## config.mk

```make
export PLATFORM = sky130hd
export DESIGN_NAME = fetch_unit
export DESIGN_NICKNAME = d
export VERILOG_FILES = /design/src/rtl/fetch_unit.sv
export SDC_FILE = /design/constraint.sdc
export NUM_CORES = 1
export LEC_CHECK = 0
export ABC_AREA = 1
export CORE_MARGIN = 5
export CORE_UTILIZATION = 46
export CTS_BUF_LIST = sky130_fd_sc_hd__clkbuf_16
export CTS_CLUSTER_SIZE = 24
export DETAILED_ROUTE_END_ITERATION = 6
export PLACE_DENSITY = 0.81
export SLEW_MARGIN = 20
export SYNTH_ARGS = -nofsm -noshare
export SYNTH_HDL_FRONTEND = slang
export SYNTH_SLANG_ARGS = --single-unit
```

## constraint.sdc

```tcl
create_clock -name clk -period 4.3 [get_ports clk]
set_clock_uncertainty 0.15 [all_clocks]
set_input_delay 0.645 -clock clk [delete_from_list [all_inputs] [get_ports clk]]
set_output_delay 0.645 -clock clk [all_outputs]
set_load 0.1 [all_outputs]
```

## src/rtl/fetch_unit.sv

```systemverilog
// Instruction-fetch stage: holds the architectural PC and fetches the word at PC
// from instruction memory with a req/ready handshake. It presents the PC/Instr pair
// to the downstream stage. On each accepted advance it loads the next PC from
// PC+4, the branch target or the jump target.
// Optional feature macro: PC_MISALIGN_TRAP_EN. When it is defined, a misaligned
// next PC redirects to TRAP_PC and sets the sticky misaligned flag.
module fetch_unit #(
    parameter logic [31:0] RESET_PC = 32'h0000_0000
`ifdef PC_MISALIGN_TRAP_EN
   ,parameter logic [31:0] TRAP_PC  = 32'h0000_0080
`endif
) (
    input  logic        clk,
    input  logic        reset,
    input  logic [31:0] PCBranch,
    input  logic        PCSrc,
    input  logic        Jump,
    input  logic        stall,
    output logic        imem_req,
    output logic [31:0] imem_addr,
    input  logic        imem_ready,
    input  logic [31:0] imem_rdata,
    output logic [31:0] PC,
    output logic [31:0] Instr,
    output logic        instr_valid,
    output logic [31:0] fetch_count
`ifdef PC_MISALIGN_TRAP_EN
   ,output logic        misaligned
`endif
);

    typedef enum logic [1:0] {
        S_IDLE  = 2'b00,
        S_FETCH = 2'b01,
        S_VALID = 2'b10
    } state_t;

    state_t      state;
    state_t      state_next;
    logic        advance;
    logic        capture;
    logic [31:0] pc_plus4;
    logic [31:0] jump_target;
    logic [31:0] next_pc;
    logic [31:0] pc_load;

    // State register
    always_ff @(posedge clk or posedge reset) begin
        if (reset) begin
            state <= S_IDLE;
        end else begin
            state <= state_next;
        end
    end

    // Next-state logic and handshake qualifiers
    always_comb begin
        state_next = state;
        advance    = 1'b0;
        capture    = 1'b0;
        case (state)
            S_IDLE: begin
                state_next = S_FETCH;
            end
            S_FETCH: begin
                if (imem_ready) begin
                    capture    = 1'b1;
                    state_next = S_VALID;
                end
            end
            S_VALID: begin
                if (!stall) begin
                    advance    = 1'b1;
                    state_next = S_FETCH;
                end
            end
            default: begin
                state_next = S_IDLE;
            end
        endcase
    end

    assign imem_req    = (state == S_FETCH);
    assign instr_valid = (state == S_VALID);
    assign imem_addr   = PC;

    // Next-PC select: jump beats branch, branch beats sequential
    always_comb begin
        pc_plus4    = PC + 32'd4;
        jump_target = {pc_plus4[31:28], Instr[25:0], 2'b00};
        if (Jump) begin
            next_pc = jump_target;
        end else if (PCSrc) begin
            next_pc = PCBranch;
        end else begin
            next_pc = pc_plus4;
        end
`ifdef PC_MISALIGN_TRAP_EN
        pc_load = (next_pc[1:0] != 2'b00) ? TRAP_PC : next_pc;
`else
        pc_load = next_pc;
`endif
    end

    // PC, held instruction and advance counter
    always_ff @(posedge clk or posedge reset) begin
        if (reset) begin
            PC          <= RESET_PC;
            Instr       <= '0;
            fetch_count <= '0;
        end else begin
            if (capture) begin
                Instr <= imem_rdata;
            end
            if (advance) begin
                PC          <= pc_load;
                fetch_count <= fetch_count + 32'd1;
            end
        end
    end

`ifdef PC_MISALIGN_TRAP_EN
    // Sticky flag: set on any advance that would load a misaligned PC
    always_ff @(posedge clk or posedge reset) begin
        if (reset) begin
            misaligned <= 1'b0;
        end else if (advance && (next_pc[1:0] != 2'b00)) begin
            misaligned <= 1'b1;
        end
    end
`endif

endmodule

```

Yosys cells after proc, flatten, opt, wreduce, memory -nomap -nowiden
Index checks and enable logic that the tools add are counted.
- register bits after elaboration: 98
- input port bits: 70
- word-level logic and storage cells: 21
- $add $sub $neg: 2
- equal/unequal tests: 4
- multiplexer cells: 9
- reductions and logical operators: 2
- operator list (cell ; number):
    32-bit two-way mux ; 2
    32-bit by 1-bit adder with 32-bit output (second input constant) ; 1
    32-bit by 3-bit adder with 32-bit output (second input constant) ; 1
    2-bit case mux with 3 select lines ; 1
    1-bit two-way mux ; 4
    2-bit two-way mux ; 2
    2-bit by 1-bit equality test with 1-bit output (second input constant) ; 1
    2-bit equality test (second input constant) ; 1
    2-bit logical NOT ; 1
    2-bit by 1-bit != test with 1-bit output (second input constant) ; 1
    2-bit != test (second input constant) ; 1
    2-bit AND reduction ; 1

Longest topological paths before layout
- depth after elaboration: 3
- mapped depth: 11
- depth with buffers taken out: 11

Worst setup path after synthesis
OpenSTA, ideal clock, no wires.
- path kind: register -> register
- start point: register state[0]
- end point: register Instr[0]
- library setup time: 0.126 ns
- arrival time: 2.586 ns
- required time: 4.024 ns
- setup slack: 1.438 ns
- cell stages (with the launch flop): 6
- buffers on the path: 1
- period minus slack after synthesis: 2.862 ns
- cell sequence: dfrtp_1 inv_1 nor2_1 nand2_2 buf_2 mux2_2
- word-level cells in the longest chain between the ends: 2
- RTL lines (element ; RTL line ; text):
    from (decl) ; 38 ; state_t state;
    from (signal assigned) ; 52 ; state <= state_next;
    2-bit by 1-bit equality test with 1-bit output ; -- ;
    via imem_req ; 19 ; output logic imem_req,
    1-bit two-way mux ; 61 ; case (state)
    to (signal assigned) ; 113 ; Instr <= imem_rdata;
    to (decl) ; 24 ; output logic [31:0] Instr,
The timed path passes the listed nets, and every way through them passes these cells.
A chain may end at the register's enable or synchronous reset.

Final worst setup path
- start point: input Jump
- end point: register PC[27]
- word-level cells in the longest chain between the ends: 1
- RTL lines (element ; RTL line ; text):
    from (decl) ; 17 ; input logic Jump,
    32-bit two-way mux ; 91 ; if (Jump) begin
    to (signal assigned) ; 116 ; PC <= pc_load;
    to (decl) ; 23 ; output logic [31:0] PC,
Every way passes these cells.

==> impl_metrics.tcl <==
set metrics [dict create \
    post_dp_hpwl_mm 13.64 \
    fp-row-count 41 \
    die_x_um 122.5 \
    max_slew_headroom_at_the_worst_pin 0.3073 \
    cts-hold-fix-buffers 0 \
    syn_area_per_cell_um2 7.762 \
    drt-initial-drc-count 454 \
    boundaryPins 200 \
    grt_busiest_layer "met2" \
    grt_start_max_net_pins 49 \
    grt_overflow_total 0 \
    critical_path_arrival_ns 3.06 \
    clock_sink_count 98 \
    insertion_delay_ns 0.35 \
    cts_setup_buffers 0 \
    synth_async_sr_flop_share 1.000 \
    grt_usage 0.2374 \
    port-buffer-count 199 \
    global_route.usage.met2 0.3758 \
    grt_first_pass_wirelength_mm 27.86 \
    route.antenna.remaining_nets 0 \
    wire_per_inst_um 16.30 \
    multi_input_comb_area_um2 2785 \
    register_area_um2 2452 \
    route.vias.total 5661 \
    totalNegativeSetupSlack_ns 0 \
    route.detailed.vias_per_inst 5.194 \
    timing.critical_path.fanout_max 28 \
    initial_antenna_violation_count 1 \
    drv.max_cap_violation_count 0 \
    ys_top_cells_by_area "dfrtp_1 (42%), nand2_1 (14%), nor2_1 (6.4%), buf_4 (4.4%), inv_1 (4.1%)" \
    setup_viol_count_final 0 \
    finalCritPeriodShare 0.6787 \
    achievable-frequency_ghz 0.3427 \
    worst_path_clk_slew_ns 0.07 \
    areaGrowthSynthToFinish_pct 37.42 \
    coreArea_um2 12520 \
    firstDrtPassIters 5 \
    htree_levels 3 \
    synth_top_area_share 0.4212 \
    criticalPathCategory "in2reg" \
    cts-root-to-sink-buffers 2 \
    groute.layer.met3.usage 0.07189 \
    initial_util 0.4651 \
    insertedDiodeCount 0 \
    cts_inserted_buffers 9 \
    vias_in_the_first_global_route 5531 \
    synth_cell_types 43 \
    tritoncts_clock_tree "built" \
    post_synth_inst_count 750 \
    globalplace.congestion 0.9805 \
    synth.yosys.seq_area_share 0.4212 \
    synth-edff-count 0 \
    final_nets 985 \
    critical_path.endpoint_type "register" \
    worst-slew-pin-transition_ns 1.036 \
    routed_wirelength_mm 17.77 \
    timing.critical_path.required_ns 4.44 \
    report.final.slew_viol_count 0 \
    netlist_area_um2 5822 \
    status "complete, no violations" \
    post-synth-top-area-cell "dfrtp_1" \
    crit_path_start_kind "input port" \
    synthMostInstantiatedCell "nand2_1" \
    fillerInstances 1098 \
    finalHoldViolations 0 \
    yosys_most_used_dff "dfrtp_1" \
    dieArea_um2 15010 \
    synth.ff_latch_count 98 \
    synth_fp_nets 822 \
    cts-root-buf "clkbuf_16" \
    syn_warnings 0 \
    grt_setup_unrepaired "no" \
    min-delay-path-class "reg2reg" \
    fin_crit_ns 2.918 \
    drcViolationCount 0 \
    fp.dieH_um 122.5 \
    drive_above_1_share 0.07298 \
    synthTopCellsByCount "nand2_1 (213), nor2_1 (99), dfrtp_1 (98)" \
    ctsResizeCount 0 \
    fraction_of_met1_tracks_used_by_global_routing 0.3052 \
]
critical path: stages:
cell,delay [ns]
clkdlybuf4s50_1,0.74
inv_1,0.49
nand2_2,0.23
inv_2,0.44
nand2_1,0.10
o21ai_0,0.08
o21bai_1,0.14
nand2_1,0.08
nand2_1,0.09
placed cells by master (no fill, tap or decap), types with 18 or more instances in the layout:
master,n
clkdlybuf4s50_1,199
nand2_1,213
o21ai_0,18
a21oi_1,23
mux2_2,20
nor2_1,99
nand3_1,37
dfrtp_1,98
inv_1,66
xor2_1,24
cell families (layout without fill, tap and decap cells):
logic type                 count (synthesis)  count (layout)  share of synthesized area
muxes                                     20              20                    0.03869
buffers and inverters                    117             285                     0.1004
AOI/OAI and AO/OA                         81              81                    0.09048
DFF                                       98              98                     0.4212
adders and majority gates                  2               2                   0.004298
and+or+nand+nor                          403             403                     0.3013
xor gates and xnor gates                  29              29                    0.04363
layout make-up:
class,count,area share
tap,172,0.02690
sequential,98,0.3065
clock inverter,7,0.006725
timing repair buffer,202,0.2518
multi-input combinational,535,0.3481
clock buffer,9,0.02815
inverter,67,0.03175
stage by stage:
| step | util | area (um2) | hold slack [ns] | std cells | setup slack (ns) |
|---|---|---|---|---|---|
| after floorplan | - | 5822 | 0.3018 | 750 | 0.9429 |
| after global placement | 0.6169 | 7721 | 0.3281 | 1074 | 1.256 |
| after detailed placement | 0.6169 | 7721 | 0.3293 | 1074 | 1.117 |
| after CTS | 0.6391 | 8000 | 0.3384 | 1090 | 1.383 |
| after global routing | 0.6391 | 8000 | 0.3522 | 1090 | 1.133 |
| final | 0.6391 | 8000 | 0.3334 | 1090 | 1.382 |
layer usage:
metal	up-vias	routed length, um
met3	31	1897
met5	-	18
li1	2713	-
met2	265	8339
met4	2	420
met1	2650	7089
final timing paths:
path                       startpoint   endpoint  slack [ns]  depth (start not counted)
hold / removal               state[1]   state[0]        0.33                          1
hold reg to reg              state[1]   state[0]        0.33                          1
min in group asynchronous       reset  Instr[30]        0.56                          2
setup reg to reg             state[0]      PC[6]        2.08                          6
max in group asynchronous       reset  Instr[25]        2.61                          3
setup / recovery                 Jump     PC[27]        1.38                          9
registers in the layout (all words and copies together) (netlist names):
signal       cells
PC              32
fetch_count     32
state            2
Instr           32
Power is not shown: default switching activity piles up to over one toggle a cycle in this logic, so the estimate is an artifact.
